<file path="src/rtl/adder_serial_n.sv">
// Digit-serial N-bit adder/subtractor: one W-bit slice per clock, LSB first,
// with the carry held in a register between slices.
module adder_serial_n #(
   parameter int N = 16,
   parameter int W = 4
) (
   input  logic         clk,
   input  logic         rst_n,
   input  logic         start,
   input  logic         sub,
   input  logic [N-1:0] a,
   input  logic [N-1:0] b,
   output logic         busy,
   output logic         done,
   output logic [N-1:0] s,
   output logic         cout,
   output logic         ovf,
   output logic [1:0]   dbg_state_o
);

   localparam int M  = N / W;
   localparam int KW = (M > 1) ? $clog2(M) : 1;
   localparam int WP = W + 1;

   // Handshake: start is a request taken only on an edge where busy=0; there
   // is no ready, so a start seen while busy is dropped, not queued. Every
   // accepted request yields exactly one done pulse unless reset intervenes.
   typedef enum logic [1:0] {
      IDLE = 2'd0,
      RUN  = 2'd1,
      DONE = 2'd2
   } state_t;

   state_t        state_q, state_d;
   logic [KW-1:0] k_q, k_d;
   logic          carry_q, carry_d;
   logic [N-1:0]  opa_q, opa_d;
   logic [N-1:0]  opb_q, opb_d;
   logic [N-1:0]  res_q, res_d;
   logic [N-1:0]  s_q, s_d;
   logic          cout_q, cout_d;
   logic          ovf_q, ovf_d;
   logic          busy_q, busy_d;
   logic          done_q, done_d;
   logic [W:0]    slice_sum;
   int            base;

   always_comb begin
      state_d   = state_q;
      k_d       = k_q;
      carry_d   = carry_q;
      opa_d     = opa_q;
      opb_d     = opb_q;
      res_d     = res_q;
      s_d       = s_q;
      cout_d    = cout_q;
      ovf_d     = ovf_q;
      slice_sum = '0;
      base      = int'(k_q) * W;
      case (state_q)
         IDLE: begin
            if (start) begin
               opa_d   = a;
               opb_d   = sub ? ~b : b;
               carry_d = sub;
               k_d     = '0;
               state_d = RUN;
            end
         end
         RUN: begin
            slice_sum = {1'b0, opa_q[base +: W]} + {1'b0, opb_q[base +: W]} + WP'(carry_q);
            res_d[base +: W] = slice_sum[W-1:0];
            carry_d = slice_sum[W];
            k_d     = k_q + KW'(1);
            // Visible outputs are loaded only once the whole word is known.
            if (k_q == KW'(M - 1)) begin
               state_d = DONE;
               k_d     = '0;
               s_d     = res_d;
               cout_d  = slice_sum[W];
               ovf_d   = (opa_q[N-1] == opb_q[N-1]) && (res_d[N-1] != opa_q[N-1]);
            end
         end
         DONE:    state_d = IDLE;
         default: state_d = IDLE;
      endcase
      busy_d = (state_d != IDLE);
      done_d = (state_d == DONE);
   end

   always_ff @(posedge clk or negedge rst_n) begin
      if (!rst_n) begin
         state_q <= IDLE;
         k_q     <= '0;
         carry_q <= 1'b0;
         opa_q   <= '0;
         opb_q   <= '0;
         res_q   <= '0;
         s_q     <= '0;
         cout_q  <= 1'b0;
         ovf_q   <= 1'b0;
         busy_q  <= 1'b0;
         done_q  <= 1'b0;
      end else begin
         state_q <= state_d;
         k_q     <= k_d;
         carry_q <= carry_d;
         opa_q   <= opa_d;
         opb_q   <= opb_d;
         res_q   <= res_d;
         s_q     <= s_d;
         cout_q  <= cout_d;
         ovf_q   <= ovf_d;
         busy_q  <= busy_d;
         done_q  <= done_d;
      end
   end

   assign busy        = busy_q;
   assign done        = done_q;
   assign s           = s_q;
   assign cout        = cout_q;
   assign ovf         = ovf_q;
   assign dbg_state_o = state_q;

endmodule
</file>
<file path="config.mk">
export PLATFORM = sky130hd
export DESIGN_NAME = adder_serial_n
export DESIGN_NICKNAME = d
export VERILOG_FILES = /design/src/rtl/adder_serial_n.sv
export SDC_FILE = /design/constraint.sdc
export NUM_CORES = 1
export LEC_CHECK = 0
export BUFFER_PORTS_ARGS = -buffer_cell sky130_fd_sc_hd__buf_2
export CORE_AREA = 4 4 104 86
export DETAILED_ROUTE_END_ITERATION = 10
export DIE_AREA = 0 0 108 90
export GPL_ROUTABILITY_DRIVEN = 0
export PLACE_DENSITY_LB_ADDON = 0.05
export SKIP_CTS_REPAIR_TIMING = 1
export SLEW_MARGIN = 5
export SYNTH_ARGS = -nofsm -noshare
export SYNTH_HDL_FRONTEND = slang
export SYNTH_SLANG_ARGS = --single-unit
</file>
<file path="constraint.sdc">
create_clock -name clk -period 3.86 [get_ports clk]
set_input_delay 0.193 -clock clk [delete_from_list [all_inputs] [get_ports clk]]
set_output_delay 0.193 -clock clk [all_outputs]
set_load 0.02 [all_outputs]
</file>
==> reports/metrics.csv <==
stage;metric;value;unit
placement;hpwl dp;5487;µm
setup_path;critical path arrival;3.11;ns
setup_path;Worst setup EP type;flop;
yosys;synth warn;0;
sta;period utilization;73.15;%
floorplanning;die height;90;µm
global_route;largest net degree at the start of global routing;49;
sta;fin crit period;2.824;ns
global_route;vias in the first global route;2404;
cts;Root Driver;clkbuf_8;
cts;clk slew on worst S/H paths;0.07;ns
placement;I/O Buffers;57;
power_and_ir_drop;Comb power frac;52.1;%
setup_path;WP data required;4.15;ns
layout;commonest non-fill, non-tap cell in the layout;dfrtp_1;
floorplanning;Rows;29;
yosys;syn nets;351;
cts;clock tree buffer depth;2;
floorplanning;Initial Util;44.41;%
power_and_ir_drop;Power Density;959.1;nW/µm²
layout;nets;406;
global_route;global-route wire length before repair;12700;µm
yosys;Synth Area in Simple Gates;9.911;%
setup_path;CP most frequent cell;fa_1;
layout;fin util;51.23;%
cts;H-tree levels;3;
layout;most frequent cells in the layout;dfrtp_1 (73), buf_2 (57), nand2_1 (23), a21oi_1 (23), nor2_1 (22);
power_and_ir_drop;clock network fraction of total power;12.9;%
hold_path;type of the tightest min-delay check;in -> reg;
sta;Total Neg Setup Slack;0;ns
cts;Skew-Pair Late Insertion Delay;0.35;ns
setup_path;CP max stage cell;dfrtp_1;
setup_path;worst-path cell chain;mux4_2 > fa_1 > inv_1 > fa_1 > nor2_1 > a22o_1;
floorplanning;Ports;58;
sta;Final Hold Vio Count;0;
power_and_ir_drop;sequential share of power;35.0;%
yosys;Synth Area in Compound Gates;14.74;%
power_and_ir_drop;peak supply drop;0.3467;mV
detailed_routing;Via Count;2433;
sta;clock skew;0.007214;ns
detailed_routing;drt via density;5.155;
setup_path;worst flop-to-flop path startpoint;k_q[0]$_DFFE_PN0P_;
floorplanning;die area;9720;µm²
setup_path;R2R depth;6;
yosys;mux contribution to synthesized area;10.30;%
layout;share of layout cells above drive strength 1;29.12;%
yosys;Netlist cell types;47;
sta;Max Clock Freq;354.1;MHz
setup_path;CP max FO;8;
yosys;Post-synth EDFFs;0;
setup_path;crit path to;res_q[5]$_DFFE_PN0P_;
detailed_routing;final wirelength;7703;µm
yosys;Syn Std Cell Area;3497;µm²
yosys;Async S/R FF share, synth;100.0;%
global_route;initial antenna violation count;0;
power_and_ir_drop;sw frac;43.51;%
cts;Sink Count;73;
detailed_routing;initial DRC count;174;
global_route;total gr overflow;0;
floorplanning;core area;7874;µm²
hold_path;hold path startpoint;a[1];
detailed_routing;drt pass-1 iters;4;
floorplanning;Die W;108;µm
sta;Setup violations, final;0;
sta;RSZ-0062 raised after global routing;no;
setup_path;Worst Setup Start Kind;flop;
job;number of maximum-capacitance violations;0;
global_route;Global Route Usage Sum;16.98;%
yosys;Seq cells post-synth;73;
yosys;top_reg_cell synth;dfrtp_1;
detailed_routing;Post-DRT Antenna Nets;0;
yosys;Syn Area/Cell;11.50;µm²
yosys;xor-xnor portion of the synthesized cell area;4.258;%
detailed_routing;wire per inst;16.32;µm
sta;Slew @ Worst Pin;1.073;ns
power_and_ir_drop;net switching power figure;1683;µW
detailed_routing;DRC viols;0;
setup_path;R2R setup slack;1.04;ns
yosys;Post-Synth Adder-Cell Area;4.365;%
layout;diode count;0;
yosys;sequential area share after synthesis;52.24;%
cts;TritonCTS Buffers;9;
yosys;largest family of logic cells by synthesized area;compound AO/OA/AOI/OAI gates;
setup_path;CP peak stage delay;0.63;ns
sta;Max Slew Vio Count;0;
setup_path;CP Launch Point;k_q[0]$_DFFE_PN0P_;
power_and_ir_drop;Lkg Pwr;0.001817;µW
run_status;status;finished clean;
layout;Area growth syn-to-layout;15.35;%
sta;Slew headroom;28.30;%
setup_path;Worst Setup Path Type;reg -> reg;
power_and_ir_drop;Int Pwr;2186;µW
cts;CTS tree;done;
yosys;Mapped Cells;304;
setup_path;worst reg2reg path endpoint;res_q[5]$_DFFE_PN0P_;
state kept, by name, summed over array words and instances (netlist names):
signal,count
s,16
opa_q,16
busy,1
ovf,1
carry_q,1
cout,1
opb_q,16
res_q,16
k_q,2
done,1
dbg_state_o,2
cells in the mapped netlist, drive strengths merged (7+ instances only):
master / count / area share, %
a21oi: 23 / 3.3
a22o: 8 / 2.1
a32o: 7 / 2.0
buf: 11 / 1.6
dfrtp: 73 / 52
ha: 9 / 3.2
inv: 18 / 1.9
mux2: 16 / 5.2
mux4: 8 / 5.2
nand2: 23 / 2.5
nor2: 23 / 2.5
o21ai: 18 / 2.6
xnor2: 17 / 4.3
power by group through the flow:
stage                     clock (µW)  sequential (µW)  combinational (µW)
after floorplan                    0             1400                1380
after global placement             0             1370                1980
after detailed placement           0             1370                2010
after CTS                        522             1360                2010
after global routing             555             1410                2220
final                            500             1360                2010
final cells by class:
| class | count | area, µm² |
|---|---|---|
| fillers | 747 | 3840 |
| multi-input cells | 196 | 1531 |
| repair buffers | 61 | 317.8 |
| well taps | 108 | 135.1 |
| inverters | 18 | 67.56 |
| clock buffers | 12 | 135.1 |
| flip-flops and latches | 73 | 1827 |
| clock inverters | 4 | 20.02 |
critical path, delay by kind of cell, from the launching register on:
| family | cells | cell delay, ns |
|---|---|---|
| multiplexers | 1 | 0.60 |
| adder cells (fa/ha/maj) | 2 | 0.93 |
| buffers and inverters | 1 | 0.08 |
| flip-flops | 1 | 0.63 |
| AND/OR/NAND/NOR | 1 | 0.32 |
| AO/OA/AOI/OAI | 1 | 0.21 |
worst min-delay path by stage:
stage,to,slack [ns],cells after the start
global placement,opa_q[12]$_DFFE_PN0P_,0.33,1
floorplan,busy$_DFF_PN0_,-0.10,0
detailed placement,opa_q[12]$_DFFE_PN0P_,0.33,1
CTS,opa_q[12]$_DFFE_PN0P_,-0.05,1
global route,opa_q[12]$_DFFE_PN0P_,0.06,2
finish,opa_q[1]$_DFFE_PN0P_,0.07,2
metal layers:
layer  wire length [µm]  share of wire [%]  global-route usage [%]  vias up
met4                104                1.4                   5.994        0
met2               3188                 41                   23.29       61
met1               4006                 52                   25.66     1168
met3                403                5.2                   4.513       12
met5                  0                  0                       0        -
li1                   -                  -                       -     1192
metrics by stage:
step | std cells | instance area [µm²] | power, µW | worst slack [ns] | hold slack, ns
floorplan | 304 | 3497 | 2788 | 1.260 | -0.1026
global placement | 455 | 3869 | 3353 | 1.119 | 0.3347
detailed placement | 455 | 3869 | 3377 | 1.030 | 0.3338
CTS | 471 | 4024 | 3894 | 1.014 | -0.04930
global route | 472 | 4034 | 4182 | 0.8787 | 0.06186
finish | 472 | 4034 | 3869 | 1.036 | 0.07306
cell families after synthesis:
kind of cell | after synthesis
flops | 73
buf+inv | 35
xor+xnor | 17
fa+ha+maj | 11
simple gates | 67
compound gates | 77
mux | 24
No activity file was read; power rests on OpenSTA's default activity.
